## src/rtl/dummy_accelerator_arbiter.sv

```systemverilog
// Round-robin issue arbiter in front of a shared accelerator. The winner's
// ID is queued in order so results are routed back to their owners.
module dummy_accelerator_arbiter #(
  parameter int N_REQ = 2,
  parameter int CTL_W = 8,
  parameter int DEPTH = 4,
  parameter int ID_W  = $clog2(N_REQ),
  parameter int CNT_W = $clog2(DEPTH+1)
) (
  input  logic                   clk_i,
  input  logic                   rst_i,
  input  logic                   flush_i,
  input  logic [N_REQ-1:0]       req_valid_i,
  output logic [N_REQ-1:0]       req_ready_o,
  input  logic [N_REQ*CTL_W-1:0] req_ctl_i,
  output logic                   acc_valid_o,
  input  logic                   acc_ready_i,
  output logic [CTL_W-1:0]       acc_ctl_o,
  input  logic                   acc_rvalid_i,
  output logic                   acc_rready_o,
  output logic [N_REQ-1:0]       rsp_valid_o,
  input  logic [N_REQ-1:0]       rsp_ready_i,
  output logic [CNT_W-1:0]       inflight_o,
  output logic                   spurious_o
);
  localparam int PTR_W = $clog2(DEPTH);

  logic [ID_W-1:0]  rr_ptr, win, cand, head;
  logic [ID_W-1:0]  id_mem [DEPTH];
  logic [PTR_W-1:0] wr_ptr, rd_ptr;
  logic [CNT_W-1:0] cnt;
  logic             found, full, empty, issue, pop;

  assign full  = (cnt == CNT_W'(DEPTH));
  assign empty = (cnt == '0);
  assign head  = id_mem[rd_ptr];

  // Scan from the RR pointer upward with wrap; first valid requester wins.
  always_comb begin
    win   = '0;
    cand  = '0;
    found = 1'b0;
    for (int i = 0; i < N_REQ; i++) begin
      cand = ID_W'((int'(rr_ptr) + i) % N_REQ);
      if (!found && req_valid_i[cand]) begin
        found = 1'b1;
        win   = cand;
      end
    end
  end

  // Outputs are gated by rst_i so they drop immediately on an async reset.
  always_comb begin
    acc_valid_o = !rst_i && found && !full;
    acc_ctl_o   = '0;
    req_ready_o = '0;
    if (acc_valid_o) begin
      acc_ctl_o        = req_ctl_i[int'(win)*CTL_W +: CTL_W];
      req_ready_o[win] = acc_ready_i;
    end
    issue = acc_valid_o && acc_ready_i;
  end

  always_comb begin
    rsp_valid_o  = '0;
    acc_rready_o = !rst_i && !empty && rsp_ready_i[head];
    if (!rst_i && !empty && acc_rvalid_i) rsp_valid_o[head] = 1'b1;
    pop = acc_rvalid_i && acc_rready_o;
  end

  always_ff @(posedge clk_i or posedge rst_i) begin
    if (rst_i) begin
      rr_ptr     <= '0;
      wr_ptr     <= '0;
      rd_ptr     <= '0;
      cnt        <= '0;
      spurious_o <= 1'b0;
      for (int i = 0; i < DEPTH; i++) id_mem[i] <= '0;
    end else begin
      spurious_o <= acc_rvalid_i && empty;
      if (flush_i) begin
        rr_ptr <= '0;
        wr_ptr <= '0;
        rd_ptr <= '0;
        cnt    <= '0;
      end else begin
        if (issue) begin
          id_mem[wr_ptr] <= win;
          wr_ptr         <= wr_ptr + 1'b1;
          rr_ptr         <= (int'(win) == N_REQ-1) ? '0 : win + 1'b1;
        end
        if (pop) rd_ptr <= rd_ptr + 1'b1;
        case ({issue, pop})
          2'b10:   cnt <= cnt + 1'b1;
          2'b01:   cnt <= cnt - 1'b1;
          default: cnt <= cnt;
        endcase
      end
    end
  end

  assign inflight_o = cnt;
endmodule

```

## config.mk

```make
export PLATFORM = sky130hd
export DESIGN_NAME = dummy_accelerator_arbiter
export DESIGN_NICKNAME = d
export VERILOG_FILES = /design/src/rtl/dummy_accelerator_arbiter.sv
export SDC_FILE = /design/constraint.sdc
export NUM_CORES = 1
export LEC_CHECK = 0
export ABC_AREA = 1
export CAP_MARGIN = 20
export CORE_AREA = 5 5 45 66
export DETAILED_ROUTE_END_ITERATION = 10
export DIE_AREA = 0 0 50 71
export GPL_TIMING_DRIVEN = 0
export PLACE_DENSITY = 0.85
export SLEW_MARGIN = 20
export SYNTH_ARGS = -nofsm -noshare
export SYNTH_HDL_FRONTEND = slang
export SYNTH_SLANG_ARGS = --single-unit
```

## constraint.sdc

```tcl
create_clock -name clk_i -period 2.89 [get_ports clk_i]
set_input_delay 0.289 -clock clk_i [delete_from_list [all_inputs] [get_ports clk_i]]
set_output_delay 0.289 -clock clk_i [all_outputs]
set_load 0.005 [all_outputs]
```

==> results by group, run 1 <==
Clocking
  • Clock buffer depth: 2
  • H-Tree Depth: 1
  • Post-cts gate resize count: 0
  • Num CTS Buffers: 3
  • Root buffer cell: clkbuf_4
  • Post-CTS Hold Fix Bufs: 0
  • Post-CTS Setup Bufs: 0
  • # clock sinks: 13
  • CTS tree: done
  • Clk_lat worst skew: 0.27 ns
  • Reg clk slew, reported paths: 0.08 ns

Drt
  • Via count: 1027
  • DRT Wirelength: 2380 µm
  • Residual DRC: 0
  • TritonRoute pass-1 iters: 4
  • Final ANT Viol Nets: 0
  • Wirelength per Cell: 12.0 µm
  • First-iteration detailed-routing DRC count: 32
  • Via/cell ratio: 5.16

Die
  • I/O pins: 43
  • Die Ht: 71 µm
  • Core ar.: 0.00237 mm²
  • Die width: 50 µm
  • Initial core utilization: 41.3%
  • Number of placement rows: 22
  • Die area: 0.00355 mm²

Logic synthesis
  • Mean post-synth cell area: 7.58 µm²
  • Syn Inst Count: 129
  • Most common cell in the netlist: nand2_1
  • Asr flop ratio synth: 100%
  • Synth Flop Type: dfrtp_1
  • EDFF count, synth: 0
  • Synthesis Warnings: 0
  • FF+latch count, synth: 13
  • Synth top area cells: dfrtp_1 33%, nand2_1 13%, a21oi_1 7.7%
  • Total nets after synthesis: 159
  • Sequential area share after synthesis: 33.3%
  • Area share of the largest cell type after synthesis: 33.3%
  • Area leader, netlist: dfrtp_1
  • Synth top cells by count: 34 x nand2_1, 17 x inv_1, 15 x a21oi_1
  • Post-Syn Area: 977 µm²
  • Unique masters post-synth: 24

Timing
  • Period utilization: 88.9%
  • Worst-margin pin slew: 0.542 ns
  • Setup Total Neg Slack: 0 ns
  • Unrepaired setup endpoints after global routing: no
  • Tmin final: 2.57 ns
  • Worst rel slew slack: 63.9%
  • Slew Limit Fails: 0
  • Worst Clk Skew: 0.00451 ns
  • Fin worst setup slack: 0.322 ns
  • Final hold violations: 0
  • Fmax: 0.389 GHz
  • Final setup fails: 0

Worst setup path
  • CP max stage delay: 0.51 ns
  • Slowest stage cell on the critical path: clkdlybuf4s50_1
  • Crit path cell chain: clkdlybuf4s50_1 > inv_1 > nand2_1 > nor2_8 > inv_1 > a21oi_1 > clkdlybuf4s50_1
  • CP bufs+invs: 4
  • Arrival @ worst endpoint: 2.28 ns
  • Worst Path Max Fanout: 14
  • Crit path kind: in2out
  • Required @ worst endpoint: 2.60 ns
  • Crit. End Element: output port
  • Family with the most delay on the worst path: buffers and inverters
  • Worst Setup Start Kind: input port

Placement
  • Post-DP HPWL: 2000 µm
  • Setup slack at placement: 0.270 ns
  • Port Buffer Count: 42
  • Dpl cell area: 0.00143 mm²
  • GP Congestion: 0.724
  • Placed cells: 195

Global route
  • GRT Util Overall: 14.0%
  • First-pass GRT wire length: 4020 µm
  • Antenna violations before repair: 0
  • Largest net degree at the start of global routing: 15
  • Overflow after GRT: 0
  • Vias in the first global route: 1021

Final layout
  • Finished Layout Cells: 199
  • FF+latch area: 325 µm²
  • Layout cells sized above 1: 14.3%
  • Antenna Diode Count: 0
  • Total Nets Final: 206
  • Multi-input gate area: 568 µm²
  • Area Growth Syn to Fin: 48.8%
  • Final instance area: 0.00145 mm²
  • Fillers: 208

Flow run
  • Max Cap Viol: 0

Power and ir drop
  • Maximum vdd drop: 208 µV
  • Power per cell area: 339 mW/mm²
  • Leak pwr: 0.685 nW

Worst hold path
  • Worst Hold Class: in2async

Status
  • Outcome: finished, final reports clean
-- where the power goes --
group / internal [mW] / switching, mW
clock network: 0.0535 / 0.0603
logic: 0.0867 / 0.0819
registers: 0.199 / 0.0122
-- sequential cells by signal, indices dropped and copies added, names as in the netlist --
name        count
inflight_o      3
wr_ptr          2
id_mem          4
spurious_o      1
rd_ptr          2
rr_ptr          1
-- worst register-to-register path: stages, from the launching register on --
cell,delay [ns]
dfrtp_1,0.44
inv_1,0.11
nand2_2,0.05
inv_2,0.06
nand2_2,0.05
nand2_1,0.17
nor2_8,0.06
nand3_2,0.12
inv_1,0.07
fa_1,0.39
xnor2_1,0.21
inv_1,0.06
nand2_1,0.06
nand2_1,0.05
nand3_1,0.06
nand2_1,0.05
-- placed cells by master (no fill, tap or decap), types with 2 or more instances in the layout --
| master | instances |
|---|---|
| dfrtp_1 | 13 |
| nand4_1 | 2 |
| clkbuf_4 | 3 |
| inv_1 | 17 |
| nor2_1 | 6 |
| a31oi_1 | 4 |
| nand2_2 | 5 |
| inv_2 | 2 |
| ha_1 | 4 |
| nand3_1 | 4 |
| nand2_1 | 34 |
| nand2_4 | 4 |
| nor2_2 | 2 |
| a21oi_1 | 15 |
| o21ai_0 | 5 |
| nand3_2 | 3 |
| clkdlybuf4s50_1 | 42 |
-- final timing paths --
path                          startpoint        endpoint  slack [ns]  cells past startpoint
max reg2reg                inflight_o[0]   inflight_o[2]        0.78                     15
max                                rst_i  rsp_valid_o[0]        0.32                      7
min in group clk_i                rr_ptr          rr_ptr        0.57                      2
min                                rst_i       rd_ptr[1]        0.41                      2
max in group asynchronous          rst_i       id_mem[2]        2.12                      2
min reg2reg                       rr_ptr          rr_ptr        0.57                      2
-- logic make-up after synthesis --
group,count (synthesis),share of synthesized area (%)
buf+inv,21,8.58
flops,13,33.3
fa+ha+maj,5,7.17
compound gates,25,13.7
xor+xnor,1,0.896
simple gates,64,36.4
-- per-stage QoR --
stage	hold WS, ns	power, mW	utilization [%]
after floorplan	0.174	0.303	-
after global placement	0.538	0.377	60.3
after detailed placement	0.558	0.384	60.3
after CTS	0.426	0.497	61.4
after global routing	0.446	0.525	61.4
final	0.405	0.493	61.4
-- final cells by class --
class / instances / area share (%)
buffer: 2 / 0.861
clock buffer: 4 / 1.81
inverter: 19 / 4.91
multi-input combinational: 95 / 39.1
sequential: 13 / 22.4
tap: 24 / 2.07
timing repair buffer: 42 / 28.9
-- metal layers --
metal  vias to the layer above  part of all wire (%)  global-route usage, %
li1                        502                     -                      -
met5                         -                     0                      0
met4                         0                   2.9                   7.87
met1                       467                    36                   13.9
met3                         7                   9.4                   4.42
met2                        51                    51                   24.8
Power figures use the tool's default switching activity.
==> inputs of run 2 (changes only) <==
--- a/config.mk
+++ b/config.mk
@@ -7,11 +7,12 @@
 export LEC_CHECK = 0
 export ABC_AREA = 1
 export CAP_MARGIN = 20
-export CORE_AREA = 5 5 45 66
+export CORE_AREA = 5 5 50 74
 export DETAILED_ROUTE_END_ITERATION = 10
-export DIE_AREA = 0 0 50 71
+export DIE_AREA = 0 0 55 79
 export GPL_TIMING_DRIVEN = 0
-export PLACE_DENSITY = 0.85
+export PLACE_DENSITY = 0.7
+export SETUP_SLACK_MARGIN = 0.02
 export SLEW_MARGIN = 20
 export SYNTH_ARGS = -nofsm -noshare
 export SYNTH_HDL_FRONTEND = slang
==> results by group, run 2 (synthesized netlist as in run 1, its figures left out) <==
Status
  • Outcome: finished, final reports clean

Worst setup path
  • Crit. End Element: output port
  • Required @ worst endpoint: 2.60 ns
  • Arrival @ worst endpoint: 2.26 ns
  • Worst Setup Start Kind: input port
  • Crit path kind: in2out
  • Worst Path Max Fanout: 14
  • Setup crit start: rst_i
  • Crit Reg-Reg Startpoint: inflight_o[0]

Clocking
  • Post-CTS Setup Bufs: 0
  • CTS tree: done
  • Reg clk slew, reported paths: 0.06 ns
  • # clock sinks: 13
  • Clk_lat worst skew: 0.24 ns
  • Post-cts gate resize count: 0
  • Root buffer cell: clkbuf_8
  • H-Tree Depth: 1
  • Clock buffer depth: 2
  • Post-CTS Hold Fix Bufs: 0
  • Num CTS Buffers: 3

Final layout
  • Finished Layout Cells: 215
  • Antenna Diode Count: 0
  • Layout cells sized above 1: 14.9%
  • Commonest non-fill, non-tap cell in the layout: clkdlybuf4s50_1
  • Fillers: 307
  • Largest Register: id_mem
  • Most frequent cells in the layout: 42 x clkdlybuf4s50_1, 34 x nand2_1, 17 x inv_1, 15 x a21oi_1, 13 x dfrtp_1
  • Area Growth Syn to Fin: 52.9%
  • Max reg flops: 4
  • Total Nets Final: 206
  • Final instance area: 0.00149 mm²
  • Final Core Density: 49.2%

Global route
  • First-pass GRT wire length: 4020 µm
  • Antenna violations before repair: 0
  • Largest net degree at the start of global routing: 15
  • Overflow after GRT: 0
  • GRT Util Overall: 12.5%
  • Vias in the first global route: 1026

Drt
  • Via count: 1006
  • Final ANT Viol Nets: 0
  • Wirelength per Cell: 11.2 µm
  • TritonRoute pass-1 iters: 4
  • First-iteration detailed-routing DRC count: 17
  • Via/cell ratio: 4.68
  • DRT Wirelength: 2400 µm
  • Residual DRC: 0

Timing
  • Tmin final: 2.55 ns
  • Worst Hold Slack: 0.434 ns
  • Fin worst setup slack: 0.343 ns
  • Unrepaired setup endpoints after global routing: no
  • Final setup fails: 0
  • Worst-margin pin slew: 0.524 ns
  • Slew Limit Fails: 0
  • Setup Total Neg Slack: 0 ns
  • Final hold violations: 0
  • Fmax: 0.393 GHz
  • Worst Clk Skew: 0.000779 ns
  • Worst rel slew slack: 65.0%
  • Period utilization: 88.1%

Placement
  • Post-DP HPWL: 2060 µm
  • Setup slack at placement: 0.259 ns
  • Placed cells: 211
  • Port Buffer Count: 42
  • GP Congestion: 0.788
  • Dpl cell area: 0.00145 mm²

Flow run
  • Max Cap Viol: 0

Power and ir drop
  • Maximum vdd drop: 200 µV
  • Leak pwr: 0.696 nW
  • Total power: 539 µW
  • Power per cell area: 361 mW/mm²

Die
  • Die area: 0.00435 mm²
  • Die Ht: 79 µm
  • Number of placement rows: 25
  • I/O pins: 43
  • Die width: 55 µm
  • Initial core utilization: 32.2%
  • Core ar.: 0.00303 mm²

Worst hold path
  • Worst Hold Class: in2async
## run 2: cell types whose count changed in the layout (fill, tap and decap cells not counted), sizes merged
cell	delta
clkbuf	-1
clkinv	+1
## run 2: power breakdown
group	internal [mW]	switching, mW	leakage (nW)
Sequential	0.199	0.0123	0.173
Clock	0.0951	0.0655	0.0255
Combinational	0.0867	0.0802	0.497
## run 2: critical path: stages
cell             delay, ns
clkdlybuf4s50_1       0.43
inv_1                 0.41
nand2_1               0.26
nor2_8                0.18
inv_1                 0.07
a21oi_1               0.11
clkdlybuf4s50_1       0.51
## run 2: area by class of cell
class	count	area (µm²)	share of cell area (%)
multi-input cells	95	568	38.0
well taps	40	50.0	3.35
clock inverters	1	5.00	0.335
inverters	19	71.3	4.77
flip-flops and latches	13	325	21.8
clock buffers	3	41.3	2.76
plain buffers	2	12.5	0.838
repair buffers	42	420	28.1
## run 2: layer usage
metal | global-route usage (%) | share of wire (%)
met3 | 2.81 | 8.4
met4 | 8.52 | 2.9
met5 | 0 | 0
met2 | 22.4 | 53
met1 | 11.7 | 35
## run 2: final timing paths
check / end / slack, ns / depth (start not counted)
hold / removal: rr_ptr / 0.43 / 2
max in group asynchronous: id_mem[2] / 2.11 / 2
hold reg to reg: rr_ptr / 0.56 / 2
min in group clk_i: rr_ptr / 0.56 / 2
setup reg to reg: inflight_o[2] / 0.78 / 15
setup / recovery: rsp_valid_o[0] / 0.34 / 7
==> inputs of run 3 (changes only) <==
--- a/config.mk
+++ b/config.mk
@@ -11,7 +11,7 @@
 export DETAILED_ROUTE_END_ITERATION = 10
 export DIE_AREA = 0 0 55 79
 export GPL_TIMING_DRIVEN = 0
-export PLACE_DENSITY = 0.7
+export PLACE_DENSITY = 0.68
 export SETUP_SLACK_MARGIN = 0.02
 export SLEW_MARGIN = 20
 export SYNTH_ARGS = -nofsm -noshare
==> results by group, run 3 (synthesized netlist as in run 1, its figures left out) <==
Clocking
  • Root buffer cell: clkbuf_8
  • Clock buffer depth: 2
  • # clock sinks: 13
  • Reg clk slew, reported paths: 0.06 ns
  • Clk_lat worst skew: 0.25 ns
  • H-Tree Depth: 1
  • Post-CTS Setup Bufs: 0
  • Post-CTS Hold Fix Bufs: 0
  • CTS tree: done
  • Num CTS Buffers: 3
  • Post-cts gate resize count: 0

Final layout
  • Commonest non-fill, non-tap cell in the layout: clkdlybuf4s50_1
  • Max reg flops: 4
  • Largest Register: id_mem
  • Total Nets Final: 206
  • Antenna Diode Count: 0
  • Area Growth Syn to Fin: 52.9%
  • FF+latch area: 325 µm²
  • Layout cells sized above 1: 14.9%
  • Final Core Density: 49.2%
  • Fillers: 291
  • Multi-input gate area: 568 µm²
  • Most frequent cells in the layout: 42 x clkdlybuf4s50_1, 34 x nand2_1, 17 x inv_1, 15 x a21oi_1, 13 x dfrtp_1

Timing
  • Tmin final: 2.56 ns
  • Final hold violations: 0
  • Setup Total Neg Slack: 0 ns
  • Fmax: 0.391 GHz
  • Worst-margin pin slew: 0.533 ns
  • Period utilization: 88.4%
  • Worst Clk Skew: 0.00432 ns
  • Worst Hold Slack: 0.428 ns
  • Unrepaired setup endpoints after global routing: no
  • Final setup fails: 0
  • Worst rel slew slack: 64.5%
  • Slew Limit Fails: 0

Worst setup path
  • Crit path kind: in2out
  • Crit. End Element: output port
  • Slowest stage cell on the critical path: clkdlybuf4s50_1
  • Worst-case reg-to-reg path depth: 15
  • CP bufs+invs: 4
  • Worst Path Max Fanout: 14
  • Required @ worst endpoint: 2.60 ns
  • Crit Reg-Reg Startpoint: inflight_o[0]
  • Arrival @ worst endpoint: 2.27 ns
  • R2R Setup Slk: 0.79 ns
  • Family with the most delay on the worst path: buffers and inverters
  • CP max stage delay: 0.52 ns
  • Crit path cell chain: clkdlybuf4s50_1 > inv_1 > nand2_1 > nor2_8 > inv_1 > a21oi_1 > clkdlybuf4s50_1
  • Worst Setup Start Kind: input port
  • Worst r2r dst: inflight_o[2]

Drt
  • Residual DRC: 0
  • Wirelength per Cell: 11.1 µm
  • Via/cell ratio: 4.73
  • Final ANT Viol Nets: 0
  • Via count: 1017
  • TritonRoute pass-1 iters: 4
  • DRT Wirelength: 2380 µm
  • First-iteration detailed-routing DRC count: 13

Die
  • Die Ht: 79 µm
  • I/O pins: 43
  • Number of placement rows: 25
  • Die width: 55 µm
  • Core ar.: 0.00303 mm²
  • Die area: 0.00435 mm²
  • Initial core utilization: 32.2%

Global route
  • Overflow after GRT: 0
  • Largest net degree at the start of global routing: 15
  • GRT Util Overall: 13.2%
  • Antenna violations before repair: 0
  • Vias in the first global route: 1105
  • First-pass GRT wire length: 4250 µm

Flow run
  • Max Cap Viol: 0

Placement
  • Post-DP HPWL: 2030 µm
  • Port Buffer Count: 42
  • GP Congestion: 0.757

Power and ir drop
  • Maximum vdd drop: 198 µV
  • Power per cell area: 364 mW/mm²
  • Total power: 544 µW
  • Leak pwr: 0.696 nW

Status
  • Outcome: finished, final reports clean

Worst hold path
  • Worst Hold Class: in2async
[run 3: cell counts in the layout (fill, tap and decap cells not counted)]
No cell type changed its count.
[run 3: worst reg2reg max path, cell delays in order (launching register included)]
cell	delay, ns
dfrtp_1	0.43
inv_1	0.11
nand2_2	0.06
inv_2	0.06
nand2_2	0.05
nand2_1	0.17
nor2_8	0.06
nand3_2	0.12
inv_1	0.07
fa_1	0.40
xnor2_1	0.21
inv_1	0.06
nand2_1	0.06
nand2_1	0.04
nand3_1	0.06
nand2_1	0.05
[run 3: layout make-up]
cell class | count | area share [%]
Sequential cell | 13 | 21.8
Timing Repair Buffer | 42 | 28.1
Clock inverter | 1 | 0.335
Inverter | 19 | 4.77
Multi-Input combinational cell | 95 | 38.0
Clock buffer | 3 | 2.76
Tap cell | 40 | 3.35
Buffer | 2 | 0.838
[run 3: worst max path at each step]
| stage | start | end | depth (start not counted) |
|---|---|---|---|
| 6_report | rst_i | rsp_valid_o[0] | 7 |
| 5_1_grt | rst_i | rsp_valid_o[0] | 7 |
| 4_1_cts | rst_i | rsp_valid_o[0] | 7 |
| 3_5_place_dp | rst_i | rsp_valid_o[0] | 7 |
| 3_3_place_gp | rst_i | rsp_valid_o[0] | 7 |
| 2_1_floorplan | inflight_o[0] | inflight_o[2] | 15 |
[run 3: power breakdown]
group / internal [mW] / switching [mW]
Clock: 0.0954 / 0.0702
Sequential: 0.199 / 0.0121
Combinational: 0.0867 / 0.0805
[run 3: through the flow]
stage | cells | setup slack [ns] | instance area, µm²
3_5_place_dp | 211 | 0.277 | 1450
3_3_place_gp | 211 | 0.328 | 1450
4_1_cts | 215 | 0.271 | 1490
2_1_floorplan | 129 | 0.972 | 977
5_1_grt | 215 | 0.0973 | 1490
6_report | 215 | 0.334 | 1490
[run 3: metal layers]
metal  wire length, µm  GRT usage [%]  vias up
met5                 0              0        -
met4                65           7.54        0
met3               240           4.50        5
met2              1250           24.8       48
met1               831           11.0      459
li1                  -              -      505
